===== src/rtl/genius_datapath_param.sv =====
// Genius game datapath: move RAM, round/address counters, move and difficulty
// registers, button edge detector, level-scaled move timer, display timer, error counter.
module genius_datapath_param #(
  parameter int NBOT     = 4,
  parameter int DEPTH    = 16,
  parameter int AW       = $clog2(DEPTH),
  parameter int TMO_CYC  = 5000,
  parameter int SHOW_CYC = 2000,
  parameter int MAX_LVL  = 3,
  parameter int ERR_W    = 3
) (
  input  logic            clock,
  input  logic            reset,
  input  logic [NBOT-1:0] botoes,
  input  logic            grava,
  input  logic            zeraR,
  input  logic            registraR,
  input  logic            zeraDif,
  input  logic            registraDif,
  input  logic            zeraCE,
  input  logic            contaCE,
  input  logic            zeraCR,
  input  logic            contaCR,
  input  logic            zeraT,
  input  logic            contaT,
  input  logic            zeraTI,
  input  logic            contaTI,
  input  logic            zeraErr,
  input  logic            contaErr,
  output logic            jogada_correta,
  output logic            enderecoIgualRodada,
  output logic            fimCE,
  output logic            fimCR,
  output logic            jogada_feita,
  output logic            timeout,
  output logic            timeout_jogada_inicial,
  output logic [NBOT-1:0] leds,
  output logic [1:0]      nivel,
  output logic [ERR_W-1:0] erros,
  output logic [AW-1:0]   db_contagem,
  output logic [AW-1:0]   db_rodada,
  output logic [NBOT-1:0] db_jogada,
  output logic [NBOT-1:0] db_memoria,
  output logic            db_tem_jogada
);

  localparam int TW = $clog2(TMO_CYC + 1);
  localparam int SW = $clog2(SHOW_CYC + 1);
  localparam logic [TW-1:0] TMO_V  = TW'(TMO_CYC);
  localparam logic [SW-1:0] SHOW_M1 = SW'(SHOW_CYC - 1);

  logic [AW-1:0]    ce_q, ce_d, cr_q, cr_d;
  logic [NBOT-1:0]  jog_q, jog_d, dif_q, dif_d;
  logic [TW-1:0]    tmr_q, tmr_d;
  logic [SW-1:0]    tmi_q, tmi_d;
  logic [ERR_W-1:0] err_q, err_d;
  logic             prev_q, prev_d;

  logic [NBOT-1:0]  mem [DEPTH];
  logic [AW-1:0]    rd_addr;
  logic [NBOT-1:0]  rd_data;
  logic [1:0]       nivel_c;
  logic [TW-1:0]    lim, lim_m1;
  logic             tem_jogada;

  assign tem_jogada = |botoes;
  assign rd_addr    = grava ? cr_q : ce_q;
  assign rd_data    = mem[rd_addr];

  always_ff @(posedge clock) begin
    if (grava) mem[cr_q] <= botoes;
  end

  // Lowest set bit wins; scanning from the top lets lower bits overwrite.
  always_comb begin
    nivel_c = '0;
    for (int i = NBOT - 1; i >= 0; i--) begin
      if (dif_q[i]) nivel_c = (i > MAX_LVL) ? 2'(MAX_LVL) : 2'(i);
    end
    lim = TMO_V >> nivel_c;
    if (lim == '0) lim = TW'(1);
    lim_m1 = lim - TW'(1);
  end

  always_comb begin
    ce_d   = ce_q;
    cr_d   = cr_q;
    jog_d  = jog_q;
    dif_d  = dif_q;
    tmr_d  = tmr_q;
    tmi_d  = tmi_q;
    err_d  = err_q;
    prev_d = tem_jogada;
    if (zeraCE) ce_d = '0;
    else if (contaCE) ce_d = ce_q + AW'(1);
    if (zeraCR) cr_d = '0;
    else if (contaCR) cr_d = cr_q + AW'(1);
    if (zeraR) jog_d = '0;
    else if (registraR) jog_d = botoes;
    if (zeraDif) dif_d = '0;
    else if (registraDif) dif_d = botoes;
    // A count left above a freshly shortened limit wraps instead of timing out.
    if (zeraT) tmr_d = '0;
    else if (contaT) tmr_d = (tmr_q >= lim_m1) ? '0 : tmr_q + TW'(1);
    if (zeraTI) tmi_d = '0;
    else if (contaTI) tmi_d = (tmi_q >= SHOW_M1) ? '0 : tmi_q + SW'(1);
    if (zeraErr) err_d = '0;
    else if (contaErr && (err_q != '1)) err_d = err_q + ERR_W'(1);
  end

  always_ff @(posedge clock) begin
    if (!reset) begin
      ce_q   <= '0;
      cr_q   <= '0;
      jog_q  <= '0;
      dif_q  <= '0;
      tmr_q  <= '0;
      tmi_q  <= '0;
      err_q  <= '0;
      prev_q <= 1'b0;
    end else begin
      ce_q   <= ce_d;
      cr_q   <= cr_d;
      jog_q  <= jog_d;
      dif_q  <= dif_d;
      tmr_q  <= tmr_d;
      tmi_q  <= tmi_d;
      err_q  <= err_d;
      prev_q <= prev_d;
    end
  end

  assign jogada_correta         = (rd_data == jog_q);
  assign enderecoIgualRodada    = (ce_q == cr_q);
  assign fimCE                  = (ce_q == AW'(DEPTH - 1));
  assign fimCR                  = (cr_q == AW'(DEPTH - 1));
  assign jogada_feita           = tem_jogada & ~prev_q & reset;
  assign timeout                = (tmr_q == lim_m1);
  assign timeout_jogada_inicial = (tmi_q == SHOW_M1);
  assign leds                   = contaTI ? rd_data : botoes;
  assign nivel                  = nivel_c;
  assign erros                  = err_q;
  assign db_contagem            = ce_q;
  assign db_rodada              = cr_q;
  assign db_jogada              = jog_q;
  assign db_memoria             = rd_data;
  assign db_tem_jogada          = tem_jogada;

endmodule


===== config.mk =====
export PLATFORM = sky130hd
export DESIGN_NAME = genius_datapath_param
export DESIGN_NICKNAME = d
export VERILOG_FILES = /design/src/rtl/genius_datapath_param.sv
export SDC_FILE = /design/constraint.sdc
export NUM_CORES = 1
export LEC_CHECK = 0
export BUFFER_PORTS_ARGS = -buffer_cell sky130_fd_sc_hd__buf_2
export CAP_MARGIN = 5
export CORE_AREA = 4 4 105 107
export CTS_CLUSTER_SIZE = 10
export DETAILED_ROUTE_END_ITERATION = 10
export DIE_AREA = 0 0 109 111
export GPL_TIMING_DRIVEN = 0
export PLACE_DENSITY = 0.74
export SLEW_MARGIN = 20
export SYNTH_ARGS = -nofsm -noshare
export SYNTH_HDL_FRONTEND = slang
export SYNTH_SLANG_ARGS = --single-unit

===== constraint.sdc =====
create_clock -name clock -period 5 [get_ports clock]
set_input_delay 1 -clock clock [delete_from_list [all_inputs] [get_ports clock]]
set_output_delay 1 -clock clock [all_outputs]
set_load 0.02 [all_outputs]

==> results.yml, run 1 <==
floorplan:
  initial_utilization_pct: 53.9
  die_w_um: 109
  rows: 37
  die-area_mm2: 0.0121
  core_region_area_mm2: 0.0101
  die_y_um: 111
  boundaryPins: 54
clocking:
  insertion_delay_ps: 370
  cts.sinks: 108
  cts_root_buf: "clkbuf_8"
  htree_levels: 3
  numCtsBuffers: 9
  clk_pin_slew_worst_paths_ps: 110
  holdBufCountCts: 0
  cts_tree: "done"
  cts_resized: 0
  clockBufferDepth: 2
  cts_setup_buffers: 0
synth:
  yosys.area_share.simple_pct: 16.0
  ys_seq_area_share_pct: 51.3
  syn_area_mm2: 0.00546
  synth_mux_area_share_pct: 9.37
  synth-main-ff-cell: "edfxtp_1"
  yosysWarnings: 0
  yosys_register_bits: 108
  synth_nets: 551
  synth_edf_count: 64
  async_flop_share_pct: 0
  synthDistinctLibCells: 48
  synth_fa_ha_area_share_pct: 6.87
  synth-compound-area-share_pct: 7.67
  synth_cells: 500
  avgSynthCellArea_um2: 10.9
  synth_xor_area_share_pct: 5.45
  synth_top_family_by_area: "simple AND/OR/NAND/NOR gates"
sta:
  clock.fmax_ghz: 0.234
  min_period_ps: 4280
  worst_slew_pin_slew_ps: 655
  rsz0062_at_grt: "no"
  max-slew-margin-rel_pct: 56.0
  slew_violations: 0
  setup_violations: 0
  fin_crit_sh_pct: 85.5
  finalHoldViolCount: 0
  setup_tns_ps: 0
  clock_skew_ps: 15.4
pwr:
  swShare_pct: 25.9
  p_total_mw: 1.62
  seqPwrFrac_pct: 58.9
  netSwitchingPower_mw: 0.421
  power_leakage_nw: 2.37
  ir_worst_vdd_mv: 0.154
  p_int_mw: 1.20
  p_per_area_mw_per_mm2: 267
  p_clk_share_pct: 31.5
  pwr-share-comb_pct: 9.6
global_routing:
  grt_pass1_wl_mm: 19.5
  grt_max_degree: 21
  grt_pass1_vias: 3877
  grtUsageTotal_pct: 20.5
  overflow: 0
  antenna_found_initial: 0
worst_setup_path:
  cpMaxStageDelayCell: "mux2i_1"
  cpPeakStageDelay_ps: 520
  critPathCaptureType: "output pin"
  cp_max_fo: 10
  path_class: "in -> out"
  worstPathCellList: "buf_6 -> clkbuf_1 -> mux2i_1 -> nand2_1 -> a32oi_1 -> a211o_1 -> nand4_1 -> a2111oi_2 -> buf_2"
  cp.arrival_ps: 3280
  cp.required_ps: 4000
  r2r_slack_ps: 1660
  worstSetupStartpointType: "input pin"
routing:
  drt_iter0_markers: 242
  vias_per_cell: 5.62
  post_drt_wl_per_cell_um: 16.9
  antenna_left: 0
  dr.pass1.iters: 4
  vias: 3947
  drt-total-wl_mm: 11.9
  drc: 0
placement:
  portBuffers: 50
  gp_congestion: 0.886
  dp_hpwl_mm: 8.80
flow_run:
  drv_cap: 0
outcome:
  status: "complete, no violations"
layout:
  diodes: 0
  nFillCells: 829
  drive_above_1_share_pct: 16.6
  final_nets: 612
  area_growth_pct: 11.2
worst_hold_path:
  hp-class: "reg -> reg"
Yosys cell counts, types with 2 or more instances:
cell type	number	area, µm²
a21o_1	6	45.0
a21oi_1	17	85.1
a22oi_2	2	25.0
a31o_2	3	26.3
a31oi_1	2	12.5
a32o_1	2	20.0
a32oi_1	8	70.1
and3_1	8	50.1
buf_2	5	25.0
buf_6	3	33.8
clkbuf_1	18	67.6
dfxtp_1	44	881
edfxtp_1	64	1920
ha_1	30	375
inv_1	14	52.6
mux2_1	2	22.5
mux2_2	7	78.8
mux2i_1	26	260
mux4_2	6	135
nand2_1	50	188
nand2b_1	11	68.8
nand3_1	16	80.1
nand3b_1	5	37.5
nand4_1	13	81.3
nor2_1	57	214
nor2b_1	5	31.3
nor3_1	11	55.1
nor3b_1	3	22.5
o211ai_1	2	15.0
o21ai_0	8	40.0
o21ai_1	2	10.0
o21bai_1	2	15.0
xnor2_1	12	105
xor2_1	22	193
layout make-up:
class | instances | area (µm²) | area share (%)
Buffer | 26 | 126 | 2.08
Clock buffer | 9 | 124 | 2.04
Clock inverter | 7 | 67.6 | 1.11
Inverter | 14 | 52.6 | 0.865
Multi-Input combinational cell | 352 | 2480 | 40.8
Sequential cell | 108 | 2800 | 46.1
Tap cell | 136 | 170 | 2.80
Timing Repair Buffer | 50 | 250 | 4.12
routing by layer:
layer	up-vias	global-route usage, %	share of wire [%]
li1	1915	-	-
met1	1889	26.9	44
met2	126	33.7	48
met3	17	3.96	5.1
met4	0	6.65	2.3
met5	-	0	0
final timing paths:
| kind | from | end | cells after the start |
|---|---|---|---|
| setup / recovery | grava | jogada_correta | 9 |
| hold / removal | tmi_q[10] | tmi_q[10] | 2 |
| setup reg to reg | dif_q[3] | tmr_q[9] | 14 |
| hold reg to reg | tmi_q[10] | tmi_q[10] | 2 |
critical path: cells and delay by family:
family	cells	cell delay, ps
simple gates	2	190
buf+inv	3	650
mux	1	520
compound gates	3	900
registers in the layout, indices dropped and copies added (netlist names):
signal / count
prev_q: 1
db_jogada: 4
erros: 3
tmi_q: 11
dif_q: 4
db_rodada: 4
tmr_q: 13
mem: 64
db_contagem: 4
metrics by stage:
stage	hold WS [ps]	cell area, µm²	setup slack (ps)	cells	utilization, %
after floorplan	429	5460	821	500	-
after CTS	488	6070	745	702	59.9
final	482	6070	725	702	59.9
after detailed placement	459	5880	755	686	58.0
after global routing	522	6070	450	702	59.9
after global placement	444	5880	809	686	58.0
cells in the final DEF, fill, tap and decap left out, types with 12 or more instances in the layout:
cell type / netlist / routed
dfxtp_1: 44 / 44
xor2_1: 22 / 22
clkbuf_1: 18 / 18
nor2_1: 57 / 57
xnor2_1: 12 / 12
nand4_1: 13 / 13
edfxtp_1: 64 / 64
inv_1: 14 / 14
buf_2: 5 / 55
mux2i_1: 26 / 26
nand3_1: 16 / 16
nand2_1: 50 / 50
a21oi_1: 17 / 17
ha_1: 30 / 30
cell families (layout without fill, tap and decap cells):
| kind of cell | Yosys count | in the layout |
|---|---|---|
| and+or+nand+nor | 186 | 186 |
| xor gates and xnor gates | 34 | 34 |
| adders and majority gates | 30 | 30 |
| DFF | 108 | 108 |
| buffers and inverters | 40 | 106 |
| muxes | 42 | 42 |
| AOI/OAI and AO/OA | 60 | 60 |
power groups by stage:
stage	Sequential, mW	Combinational (mW)	Clock [mW]
floorplan	0.977	0.0998	0
global placement	0.975	0.151	0
detailed placement	0.975	0.156	0
CTS	0.955	0.156	0.520
global route	0.956	0.172	0.558
finish	0.955	0.156	0.511
Note: power is estimated with default switching activity, not from simulation.
==> run 2, diff against run 1 <==
- ABC_AREA: default -> 1
- CORE_AREA: 4 4 105 107 -> 4 4 106 108
- DIE_AREA: 0 0 109 111 -> 0 0 110 112
==> results.yml, run 2 <==
global_routing:
  grt_pass1_wl_mm: 20.4
  grt_pass1_vias: 4338
  overflow: 0
  grt_max_degree: 20
  grtUsageTotal_pct: 21.1
  antenna_found_initial: 0
clocking:
  holdBufCountCts: 0
  cts_tree: "done"
  clk_pin_slew_worst_paths_ps: 90
  clockBufferDepth: 2
  cts_setup_buffers: 0
  numCtsBuffers: 9
  htree_levels: 3
  cts_root_buf: "clkbuf_8"
  cts.sinks: 108
  cts_resized: 0
  insertion_delay_ps: 360
layout:
  fin_area_mm2: 0.00616
  diodes: 0
  final_cell_mix: "nand2_1, inv_1, nand3_1"
  reg.largest.list: "mem (64), tmr_q (13), tmi_q (11)"
  regMostFlops: "mem"
  layout_commonest_cell: "nand2_1"
  area_growth_pct: 11.0
  final_nets: 761
  drive_above_1_share_pct: 12.6
  largest_reg_flops: 64
floorplan:
  die-area_mm2: 0.0123
  core_region_area_mm2: 0.0102
  initial_utilization_pct: 54.2
  boundaryPins: 54
  die_w_um: 110
  die_y_um: 112
  rows: 37
synth:
  synth_nets: 699
  syn_area_mm2: 0.00555
  synth-main-ff-cell: "edfxtp_1"
  synthTopCellsByCount: "nand2_1, inv_1, nand3_1"
  synth_area_leaders: "edfxtp_1, dfxtp_1, nand2_1"
  synth_edf_count: 64
  async_flop_share_pct: 0
  yosys.area.top_type: "edfxtp_1"
  yosysWarnings: 0
  synth_top_area_share_pct: 34.7
  synth_cells: 648
  synthDistinctLibCells: 32
  ys_seq_area_share_pct: 50.5
  avgSynthCellArea_um2: 8.56
  synth.most_common_cell: "nand2_1"
  yosys_register_bits: 108
pwr:
  power_leakage_nw: 2.71
  p_total_mw: 1.66
  ir_worst_vdd_mv: 0.143
  p_per_area_mw_per_mm2: 269
worst_setup_path:
  critPathCaptureType: "output pin"
  cp.required_ps: 4000
  r2r-end: "tmr_q[12]"
  cp.arrival_ps: 3040
  path_class: "reg -> out"
  rr_worst_depth: 18
  worstSetupStartpointType: "register"
  r2r_slack_ps: 1600
  r2r_start: "dif_q[3]"
  cp_max_fo: 6
sta:
  max-slew-margin-rel_pct: 45.0
  fin_crit_sh_pct: 80.8
  setup_violations: 0
  rsz0062_at_grt: "no"
  setup_ws_ps: 960
  clock_skew_ps: 8.77
  min_period_ps: 4040
  finalHoldViolCount: 0
  slew_violations: 0
  worst_slew_pin_slew_ps: 817
  setup_tns_ps: 0
  clock.fmax_ghz: 0.247
worst_hold_path:
  whs_endpoint: "tmi_q[10]"
  hold_depth: 2
  hp-class: "reg -> reg"
  hp-start: "tmi_q[10]"
routing:
  drt_iter0_markers: 335
  post_drt_wl_per_cell_um: 14.5
  dr.pass1.iters: 7
  drt-total-wl_mm: 12.3
  drc: 0
  vias_per_cell: 5.23
  vias: 4447
  antenna_left: 0
placement:
  place_area_mm2: 0.00597
  dp_hpwl_mm: 9.05
  preCtsSetupSlack_ps: 1200
  portBuffers: 51
  gp_congestion: 0.894
outcome:
  status: "complete, no violations"
flow_run:
  drv_cap: 0
run 2: cell count changes after synthesis, sizes merged, moves of 14 or more:
cell / change
inv: +102
nand2: +72
nand3: +64
mux2i: -26
xor2: -16
clkbuf: -14
run 2: per-layer routing:
metal / part of all wire, % / global-route usage [%] / vias to the layer above
met5: 0 / 0 / -
met4: 1.2 / 5.24 / 0
met3: 7.6 / 5.22 / 18
met2: 46 / 33.1 / 151
met1: 46 / 29.2 / 2034
li1: - / - / 2244
run 2: logic make-up after synthesis:
group,after synthesis,share of synthesized area (%)
compound gates,49,5.51
xor+xnor,12,1.90
fa+ha+maj,30,6.77
buf+inv,130,9.52
flops,108,50.5
simple gates,319,25.8
run 2: through the flow:
stage | std cells | util, % | hold slack, ps
2_1_floorplan | 648 | - | 438
3_3_place_gp | 835 | 58.4 | 456
3_5_place_dp | 835 | 58.4 | 469
4_1_cts | 851 | 60.2 | 492
5_1_grt | 851 | 60.2 | 524
6_report | 851 | 60.2 | 487
run 2: critical path, cell delays in order (launching register included):
cell,delay [ps]
dfxtp_1,360
inv_1,40
or2_2,270
a21oi_1,380
inv_1,180
ha_1,270
nor4_1,260
nand3_1,100
nand2_1,80
ha_1,190
nand4_1,110
nor3_1,240
buf_2,210
run 2: worst max-delay path by stage:
stage                   from             end  cells past startpoint
detailed placement     grava  jogada_correta                     12
CTS                 dif_q[3]         timeout                     12
floorplan           dif_q[3]         timeout                     11
global route        dif_q[3]         timeout                     12
global placement       grava  jogada_correta                     12
finish              dif_q[3]         timeout                     12
run 2: power by group:
group | switching, mW | internal [mW]
clock network | 0.273 | 0.235
logic | 0.130 | 0.0619
registers | 0.00859 | 0.950
run 2: cell type report:
class / count / area, µm²
inverter: 116 / 435
multi-input combinational: 410 / 2210
clock buffer: 12 / 136
timing repair buffer: 51 / 255
fill: 881 / 4070
sequential: 108 / 2800
clock inverter: 4 / 50.0
tap: 136 / 170
buffer: 14 / 92.6
==> run 3, diff against run 2 <==
- CORE_AREA: 4 4 106 108 -> 4 4 107 109
- DIE_AREA: 0 0 110 112 -> 0 0 111 113
- PLACE_DENSITY: 0.74 -> 0.75
- clock period: 5 -> 3.25 ns (I/O delays scaled with it)
==> results.yml, run 3 (synthesis results as in run 2) <==
pwr:
  p_total_mw: 2.71
  p_per_area_mw_per_mm2: 421
  power_leakage_nw: 2.78
  ir_worst_vdd_mv: 0.231
global_routing:
  antenna_found_initial: 0
  grtUsageTotal_pct: 20.9
  overflow: 0
  grt_max_degree: 20
  grt_pass1_wl_mm: 21.2
  grt_pass1_vias: 4558
placement:
  portBuffers: 51
  placed_cells_incl_taps: 839
  preCtsSetupSlack_ps: -27.4
  gp_congestion: 0.879
  dp_hpwl_mm: 9.31
clocking:
  cts.sinks: 108
  clk_pin_slew_worst_paths_ps: 100
  htree_levels: 3
  numCtsBuffers: 9
  insertion_delay_ps: 370
  clockBufferDepth: 2
  cts_root_buf: "clkbuf_8"
  holdBufCountCts: 0
  cts_tree: "done"
flow_run:
  drv_cap: 0
routing:
  dr.pass1.iters: 5
  drc: 0
  antenna_left: 0
  vias_per_cell: 5.33
  post_drt_wl_per_cell_um: 15.3
  drt-total-wl_mm: 13.2
  vias: 4610
  drt_iter0_markers: 345
sta:
  max-slew-margin-rel_pct: 58.7
  worst_slew_pin_slew_ps: 614
  slew_violations: 0
  setup_ws_ps: -60.8
  setup_violations: 3
  finalHoldViolCount: 0
  rsz0062_at_grt: "yes"
  fin_crit_sh_pct: 102
  clock.fmax_ghz: 0.302
  min_period_ps: 3310
  clock_skew_ps: 9.85
floorplan:
  die_w_um: 111
  initial_utilization_pct: 52.3
  die_y_um: 113
  rows: 38
  die-area_mm2: 0.0125
  core_region_area_mm2: 0.0106
  boundaryPins: 54
layout:
  instances_no_fill: 865
  largest_reg_flops: 64
  final_nets: 771
  layout_commonest_cell: "nand2_1"
  diodes: 0
  regMostFlops: "mem"
  reg.largest.list: "mem (64), tmr_q (13), tmi_q (11)"
  drive_above_1_share_pct: 17.1
  area_growth_pct: 15.9
  utilization_pct: 60.6
  final_cell_mix: "nand2_1, inv_1, nand3_1"
worst_setup_path:
  r2r_start: "dif_q[3]"
  cp.required_ps: 2600
  critPathCaptureType: "output pin"
  worstSetupStartpointType: "register"
  crit_path_start: "dif_q[3]"
  path_class: "reg -> out"
  cp_max_fo: 4
  cp.arrival_ps: 2660
outcome:
  status: "complete, but fails checks"
  violations: "negative setup slack"
worst_hold_path:
  hp-start: "tmi_q[9]"
  hp-class: "reg -> reg"
## run 3: per-stage QoR
step           hold WS [ps]  instance area (µm²)  TNS [ps]
6_report                483                 6430     -75.2
5_1_grt                 518                 6430     -1730
4_1_cts                 488                 6260     -14.0
3_5_place_dp            474                 5980     -32.6
3_3_place_gp            459                 5980         0
2_1_floorplan           438                 5550         0
## run 3: where the power goes
part | leakage, nW | internal (mW) | switching [mW]
clock network | 0.112 | 0.417 | 0.481
registers | 0.937 | 1.46 | 0.0146
logic | 1.73 | 0.112 | 0.220
total | 2.78 | 1.99 | 0.715
## run 3: worst max-delay path, cell delays in order (launching register included)
cell and delay [ps]:
dfxtp_2 360, buf_6 100, nor2_4 30, nor3_4 290, buf_6 180, ha_4 140
inv_4 40, nor4_4 290, nand3_1 130, nand2_2 110, ha_4 140, nand4_1 110
nor3_2 210, buf_4 170
## run 3: worst paths after layout
path	to	slack (ps)	cells past startpoint
worst max-delay path	timeout	-60	13
worst min-delay path	tmi_q[9]	480	2
worst max register to register	tmr_q[9]	-10	20
worst min register to register	tmi_q[9]	480	2
## run 3: metal layers
layer / global-route usage (%) / up-vias / wire length (µm)
li1: - / 2277 / -
met1: 27.1 / 2137 / 5780
met5: 0 / - / 0
met3: 2.83 / 26 / 756
met2: 35.5 / 170 / 6400
met4: 8.46 / 0 / 287
## run 3: layout make-up
type                    instances  area (µm²)
multi-input cells             410        2340
well taps                     140         175
plain buffers                  14        95.1
clock buffers                  10         149
fillers                       886        4180
inverters                     116         438
flip-flops and latches        108        2810
repair buffers                 61         344
clock inverters                 6        75.1
## run 3: what timing repair did
item,CTS,global route
setup buffers,2,8
gates resized for setup,9,29
setup endpoints to repair,12,15
pin swaps,3,8
